<file path="src/rtl/ahb_slave_arbiter_pkg.sv">
// Shared AHB types for the slave-port arbiter: transfer types and FSM states.
package AHB_package;

  typedef enum logic [1:0] {
    IDLE   = 2'b00,
    BUSY   = 2'b01,
    NONSEQ = 2'b10,
    SEQ    = 2'b11
  } htrans_type;

  typedef enum logic [0:0] {
    ARB_IDLE = 1'b0,
    ARB_OWN  = 1'b1
  } arb_state_type;

endpackage

</file>
<file path="src/rtl/ahb_slave_arbiter_rr_picker.sv">
// Combinational round-robin search: first eligible requester at or after
// 'start' (wrapping modulo MASTER_NUM), skipping any bit set in 'exclude'.
module ahb_rr_picker #(
  parameter int MASTER_NUM = 3,
  parameter int IDX_W      = $clog2(MASTER_NUM)
) (
  input  logic [MASTER_NUM-1:0] req,
  input  logic [IDX_W-1:0]      start,
  input  logic [MASTER_NUM-1:0] exclude,
  output logic [IDX_W-1:0]      winner,
  output logic                  found
);

  localparam logic [IDX_W:0] NUM_W = (IDX_W+1)'(MASTER_NUM);

  // cand[gi] is the master index visited at search offset gi
  logic [IDX_W-1:0]      cand [MASTER_NUM];
  logic [MASTER_NUM-1:0] eligible;

  genvar gi;
  generate
    for (gi = 0; gi < MASTER_NUM; gi++) begin : g_rot
      logic [IDX_W:0] sum;
      assign sum          = {1'b0, start} + (IDX_W+1)'(gi);
      assign cand[gi]     = (sum >= NUM_W) ? IDX_W'(sum - NUM_W) : IDX_W'(sum);
      assign eligible[gi] = req[cand[gi]] & ~exclude[cand[gi]];
    end
  endgenerate

  // Priority encode over search offsets; the lowest offset wins
  always_comb begin
    winner = '0;
    found  = 1'b0;
    for (int i = MASTER_NUM - 1; i >= 0; i--) begin
      if (eligible[i]) begin
        winner = cand[i];
        found  = 1'b1;
      end
    end
  end

endmodule

</file>
<file path="src/rtl/ahb_slave_arbiter.sv">
// Round-robin arbiter for one AHB slave port shared by several masters.
// Bursts (SEQ/BUSY) lock the grant; long-running owners are pre-empted at
// NONSEQ/IDLE boundaries once they have completed MAX_HOLD beats.
module ahb_slave_arbiter
  import AHB_package::*;
#(
  parameter int MASTER_NUM = 3,
  parameter int MAX_HOLD   = 16,
  parameter int IDX_W      = $clog2(MASTER_NUM)
) (
  input  logic                  hclk,
  input  logic                  hreset,
  input  logic [MASTER_NUM-1:0] hreq,
  input  htrans_type            htrans [MASTER_NUM],
  input  logic                  hready,
  output logic [MASTER_NUM-1:0] hgrant,
  output logic [IDX_W-1:0]      hmaster,
  output logic [IDX_W-1:0]      hmaster_data,
  output logic                  hmaster_valid
);

  localparam int                HOLD_W   = $clog2(MAX_HOLD + 1);
  localparam logic [HOLD_W-1:0] HOLD_MAX = HOLD_W'(MAX_HOLD);
  localparam logic [IDX_W-1:0]  LAST_IDX = IDX_W'(MASTER_NUM - 1);

  arb_state_type         state_reg, state_next;
  logic [MASTER_NUM-1:0] grant_reg, grant_next;
  logic [IDX_W-1:0]      owner_reg, owner_next;
  logic [IDX_W-1:0]      rr_ptr_reg, rr_ptr_next;
  logic [HOLD_W-1:0]     hold_cnt_reg, hold_cnt_next;
  logic [IDX_W-1:0]      hmaster_reg, hmaster_data_reg;
  logic                  hmaster_valid_reg;

  logic [IDX_W-1:0] start_ptr;
  logic [IDX_W-1:0] pick_idx;
  logic             pick_found;
  htrans_type       owner_trans;
  logic             burst_lock, owner_release, hold_sat;

  assign start_ptr     = (rr_ptr_reg == LAST_IDX) ? '0 : rr_ptr_reg + IDX_W'(1);
  assign owner_trans   = htrans[owner_reg];
  assign burst_lock    = hreq[owner_reg] && (owner_trans == SEQ || owner_trans == BUSY);
  assign owner_release = !hreq[owner_reg] || (owner_trans == IDLE);
  assign hold_sat      = (hold_cnt_reg >= HOLD_MAX);

  // The current owner is always excluded; in ARB_IDLE grant_reg is zero.
  ahb_rr_picker #(
    .MASTER_NUM (MASTER_NUM),
    .IDX_W      (IDX_W)
  ) u_picker (
    .req     (hreq),
    .start   (start_ptr),
    .exclude (grant_reg),
    .winner  (pick_idx),
    .found   (pick_found)
  );

  // Next-state arbitration: grant, burst lock, release and pre-emption
  always_comb begin
    state_next    = state_reg;
    grant_next    = grant_reg;
    owner_next    = owner_reg;
    rr_ptr_next   = rr_ptr_reg;
    hold_cnt_next = hold_cnt_reg;
    if (state_reg == ARB_IDLE) begin
      if (pick_found) begin
        state_next    = ARB_OWN;
        grant_next    = MASTER_NUM'(1) << pick_idx;
        owner_next    = pick_idx;
        rr_ptr_next   = pick_idx;
        hold_cnt_next = '0;
      end
    end else if (burst_lock) begin
      // BUSY beats do not count towards the hold budget
      if (owner_trans == SEQ && !hold_sat) hold_cnt_next = hold_cnt_reg + HOLD_W'(1);
    end else if (owner_release || (hold_sat && pick_found)) begin
      hold_cnt_next = '0;
      if (pick_found) begin
        grant_next  = MASTER_NUM'(1) << pick_idx;
        owner_next  = pick_idx;
        rr_ptr_next = pick_idx;
      end else begin
        state_next = ARB_IDLE;
        grant_next = '0;
      end
    end else if (!hold_sat) begin
      // Owner continues with NONSEQ and nobody is waiting, or budget not spent
      hold_cnt_next = hold_cnt_reg + HOLD_W'(1);
    end
  end

  // State, grant and ownership pipeline advance only on hready edges
  always_ff @(posedge hclk) begin
    if (hreset) begin
      state_reg         <= ARB_IDLE;
      grant_reg         <= '0;
      owner_reg         <= '0;
      rr_ptr_reg        <= LAST_IDX;
      hold_cnt_reg      <= '0;
      hmaster_reg       <= '0;
      hmaster_data_reg  <= '0;
      hmaster_valid_reg <= 1'b0;
    end else if (hready) begin
      state_reg         <= state_next;
      grant_reg         <= grant_next;
      owner_reg         <= owner_next;
      rr_ptr_reg        <= rr_ptr_next;
      hold_cnt_reg      <= hold_cnt_next;
      hmaster_reg       <= (|grant_reg) ? owner_reg : '0;
      hmaster_valid_reg <= |grant_reg;
      hmaster_data_reg  <= hmaster_reg;
    end
  end

  assign hgrant        = grant_reg;
  assign hmaster       = hmaster_reg;
  assign hmaster_data  = hmaster_data_reg;
  assign hmaster_valid = hmaster_valid_reg;

endmodule

</file>
<file path="config.mk">
export PLATFORM = sky130hd
export DESIGN_NAME = ahb_slave_arbiter
export DESIGN_NICKNAME = d
export VERILOG_FILES = /design/src/rtl/ahb_slave_arbiter_pkg.sv /design/src/rtl/ahb_slave_arbiter_rr_picker.sv /design/src/rtl/ahb_slave_arbiter.sv
export SDC_FILE = /design/constraint.sdc
export NUM_CORES = 1
export LEC_CHECK = 0
export ABC_AREA = 1
export BUFFER_PORTS_ARGS = -buffer_cell sky130_fd_sc_hd__buf_2
export CORE_MARGIN = 3
export CORE_UTILIZATION = 45
export DETAILED_ROUTE_END_ITERATION = 8
export PLACE_DENSITY_LB_ADDON = 0.2
export SLEW_MARGIN = 20
export SYNTH_ARGS = -nofsm -noshare
export SYNTH_HDL_FRONTEND = slang
export SYNTH_HIERARCHICAL = 1
export SYNTH_SLANG_ARGS = --single-unit
</file>
<file path="constraint.sdc">
create_clock -name hclk -period 2.9 [get_ports hclk]
set_input_delay 0.145 -clock hclk [delete_from_list [all_inputs] [get_ports hclk]]
set_output_delay 0.145 -clock hclk [all_outputs]
set_load 0.01 [all_outputs]
</file>
==> results.tsv <==
stage	metric	value	unit
floorplanning	start_util	0.491	
place	pre_cts_ws	0.255	ns
clock_tree	htreeDepth	1	
pwr	leakagePower	0.000772	µW
flow_run	drv.max_cap_violation_count	0	
hold_path	worst_hold_startpoint	hreset	
route	first_pass_iters	4	
route	drc	0	
route	post_detailed_route_count_of_antenna_violating_nets	0	
place	place.port_buffers	19	
clock_tree	clk_root_buffer_cell	sky130_fd_sc_hd__clkbuf_4	
floorplanning	die_h	59.2	µm
clock_tree	tritoncts	built	
synthesis	yosysWarningCount	6	
clock_tree	post-cts-setup-buffer-count	0	
timing	post-route-worst-setup-slack	0.337	ns
clock_tree	cts-buffers-inserted	3	
floorplanning	placementRows	18	
floorplanning	io_pins	20	
layout	fin_cells	255	
run_status	status	complete, no violations	
synthesis	synthesis.instances	203	
clock_tree	clock_sinks	17	
worst_setup_path	worst-endpoint-required	3.14	ns
worst_setup_path	worst-r2r-cell-count	15	
worst_setup_path	crit_chain	inv_2, nor2_1, ha_1, inv_2, nand2_1, nor2_1, a21oi_1, nand2_1, nand4_1, o21ai_1, o21bai_1, nor2_1, nand2_1, nand2_1, nor2_1	
worst_setup_path	cp-start-kind	register	
synthesis	netlist_top_cells_area	sky130_fd_sc_hd__dfxtp_1, sky130_fd_sc_hd__nand2_1, sky130_fd_sc_hd__inv_1, sky130_fd_sc_hd__nand3_1, sky130_fd_sc_hd__nor2_1	
worst_setup_path	regToRegEndpoint	hold_cnt_reg[3]	
hold_path	hold_path_depth	2	
synthesis	syn_nets	220	
timing	period_minus_slack	2.56	ns
layout	postLayoutCoreUtil	0.551	
synthesis	synthesis_stage_register_bit_count	17	
clock_tree	clock_insertion_delay_worst_skew	0.29	ns
timing	timing.clock.skew	0.00354	ns
grt	grt_overflow	0	
layout	area_growth_syn_to_layout	12.2	%
synthesis	mappedNetlistArea	1270	µm²
worst_setup_path	rrSetupSlack	0.34	ns
timing	max_freq	0.390	GHz
layout	final_layout_size_suffix_gt1_frac	0.227	
worst_setup_path	critical_path_buf_inv_count	2	
clock_tree	clk_pin_slew	0.11	ns
worst_setup_path	critPathMaxFanout	9	
grt	global_route_wire_length_before_repair	4580	µm
floorplanning	die-width	59.2	µm
grt	maximum_number_of_pins_on_one_net_before_global_route_repair	13	
worst_setup_path	worstSetupPathType	reg -> reg	
route	wl	2730	µm
worst_setup_path	worstReg2RegStart	rr_ptr_reg[0]	
worst_setup_path	critPathMaxStageDelay	0.41	ns
worst_setup_path	worst_ep_arrival_time	2.80	ns
floorplanning	core_area	2590	µm²
timing	final.period_utilization	0.884	
place	dp_hpwl	2120	µm
layout	antenna_cells_inserted	0	
timing	max_slew_violation_count	0	
route	drt_iter0_drc	37	
timing	timing.max_slew.rel_slack	0.728	
synthesis	post_synth_num_cell_types	25	
pwr	vdd_ir_drop_max	640	µV
timing	grt_setup_unrepaired	false	
synthesis	syn_avg_cell_area	6.26	µm²
timing	setup_tns	0	ns
hold_path	min-delay-path-class	in -> reg	
layout	number_of_flip_flops_under_the_largest_register_name	5	
grt	globalRouteTotalUtil	0.166	
hold_path	hold_end	hmaster[1]	
timing	setup_viols_final	0	
route	via_count	1255	
place	globalplace.congestion	0.813	
grt	grt_pass1_vias	1055	
synthesis	yosysTopAreaCell	sky130_fd_sc_hd__dfxtp_1	
route	routedWlPerCell	10.7	µm
floorplanning	design.die.area	3500	µm²
route	route.detailed.vias_per_inst	4.92	
clock_tree	max-clock-path-buffers	2	
synthesis	synth_top_area_share	0.268	
worst_setup_path	cp_top_family	simple AND/OR/NAND/NOR gates	
grt	antenna_found_initial	0	
synthesis	yosysSeqAreaShare	0.268	
place	place_inst	251	
worst_setup_path	slowest_cp_cell	sky130_fd_sc_hd__dfxtp_1	
worst_setup_path	setup_crit_end_kind	register	
pwr	power_density	1030	nW/µm²
layout	final_net_count	243	
timing	tightestPinTransition	0.405	ns
timing	hold_viol_final	0	
==> per-stage QoR <==
| step | power [µW] | hold slack [ns] | instance area, µm² |
|---|---|---|---|
| floorplan | 1140 | 0.214 | 1270 |
| global placement | 1330 | 0.406 | 1400 |
| detailed placement | 1330 | 0.401 | 1400 |
| CTS | 1470 | 0.0813 | 1430 |
| global route | 1630 | 0.108 | 1430 |
| finish | 1470 | 0.0821 | 1430 |
==> layout make-up <==
class	instances	area [µm²]
flip-flops and latches	17	340
well taps	30	37.5
clock buffers	3	22.5
fillers	256	1160
repair buffers	19	95.1
inverters	39	146
clock inverters	1	5.00
multi-input cells	146	779
==> worst reg2reg max path, cell delays in order, from the launching register on <==
cell	delay, ns
sky130_fd_sc_hd__dfxtp_1	0.41
sky130_fd_sc_hd__inv_2	0.12
sky130_fd_sc_hd__nor2_1	0.19
sky130_fd_sc_hd__ha_1	0.34
sky130_fd_sc_hd__inv_2	0.16
sky130_fd_sc_hd__nand2_1	0.06
sky130_fd_sc_hd__nor2_1	0.08
sky130_fd_sc_hd__a21oi_1	0.05
sky130_fd_sc_hd__nand2_1	0.09
sky130_fd_sc_hd__nand4_1	0.21
sky130_fd_sc_hd__o21ai_1	0.37
sky130_fd_sc_hd__o21bai_1	0.17
sky130_fd_sc_hd__nor2_1	0.08
sky130_fd_sc_hd__nand2_1	0.06
sky130_fd_sc_hd__nand2_1	0.04
sky130_fd_sc_hd__nor2_1	0.09
==> logic make-up (layout without fill, tap and decap cells) <==
logic type      count (synthesis)  count (layout)  share of synthesized area
xor+xnor                        2               2                     0.0138
fa+ha+maj                       5               5                     0.0492
simple gates                  119             119                      0.456
compound gates                 20              20                     0.0945
flops                          17              17                      0.268
buf+inv                        40              62                      0.119
==> cell usage after synthesis, drive strengths merged <==
library cell and count:
nand2 64, inv 39, nor2 25, nand3 24, dfxtp 17, a21oi 12, ha 5, o21ai 4
nand4 3, xor2 2, a21boi 1, and3 1, buf 1, nand3b 1, o21bai 1, o22ai 1
o31ai 1, or2 1
==> cell usage in the layout, fill, tap and decap left out <==
cell type,n
sky130_fd_sc_hd__clkinv_2,1
sky130_fd_sc_hd__nor2_1,19
sky130_fd_sc_hd__dfxtp_1,17
sky130_fd_sc_hd__nand2_2,7
sky130_fd_sc_hd__nand2_1,54
sky130_fd_sc_hd__nand4_1,3
sky130_fd_sc_hd__and3_1,1
sky130_fd_sc_hd__a21boi_2,1
sky130_fd_sc_hd__o21ai_1,1
sky130_fd_sc_hd__inv_1,36
sky130_fd_sc_hd__inv_2,3
sky130_fd_sc_hd__nand2_4,3
sky130_fd_sc_hd__o21ai_0,3
sky130_fd_sc_hd__nand3_4,1
sky130_fd_sc_hd__o31ai_1,1
sky130_fd_sc_hd__ha_1,5
sky130_fd_sc_hd__nand3b_2,1
sky130_fd_sc_hd__nand3_2,3
sky130_fd_sc_hd__xor2_1,2
sky130_fd_sc_hd__or2_2,1
sky130_fd_sc_hd__a21oi_1,10
sky130_fd_sc_hd__nor2_2,6
sky130_fd_sc_hd__o21bai_1,1
sky130_fd_sc_hd__nand3_1,20
sky130_fd_sc_hd__a21oi_2,2
sky130_fd_sc_hd__clkbuf_4,3
sky130_fd_sc_hd__o22ai_1,1
sky130_fd_sc_hd__buf_2,19
==> worst max-delay path by stage <==
stage / start / end / slack, ns / depth (start not counted)
floorplan: rr_ptr_reg[0] / hgrant[0] / 0.62 / 14
global placement: rr_ptr_reg[0] / hgrant[1] / 0.35 / 14
detailed placement: rr_ptr_reg[0] / hgrant[1] / 0.25 / 14
CTS: rr_ptr_reg[0] / hold_cnt_reg[3] / 0.22 / 15
global route: rr_ptr_reg[0] / hold_cnt_reg[3] / 0.06 / 14
finish: rr_ptr_reg[0] / hold_cnt_reg[3] / 0.34 / 15
==> report_power, final <==
| group | internal (µW) | leakage (µW) | total, µW | switching (µW) |
|---|---|---|---|---|
| Clock | 51.3 | 0.0000177 | 134 | 82.6 |
| Sequential | 306 | 0.000140 | 379 | 73.1 |
| Combinational | 333 | 0.000614 | 956 | 623 |
| Total | 690 | 0.000772 | 1470 | 779 |
==> what timing repair did <==
action	CTS	global route
endpoints found under the setup margin	0	8
gates resized for setup	0	1
hold buffers	0	0
==> per-layer routing <==
metal / GRT usage / wire length, µm / vias up
met3: 0.0196 / 154 / 4
met4: 0.0388 / 23 / 0
met2: 0.246 / 1130 / 30
li1: - / - / 674
met1: 0.254 / 1420 / 547
met5: 0 / 0 / -
Note: power is estimated with default switching activity, not from simulation.
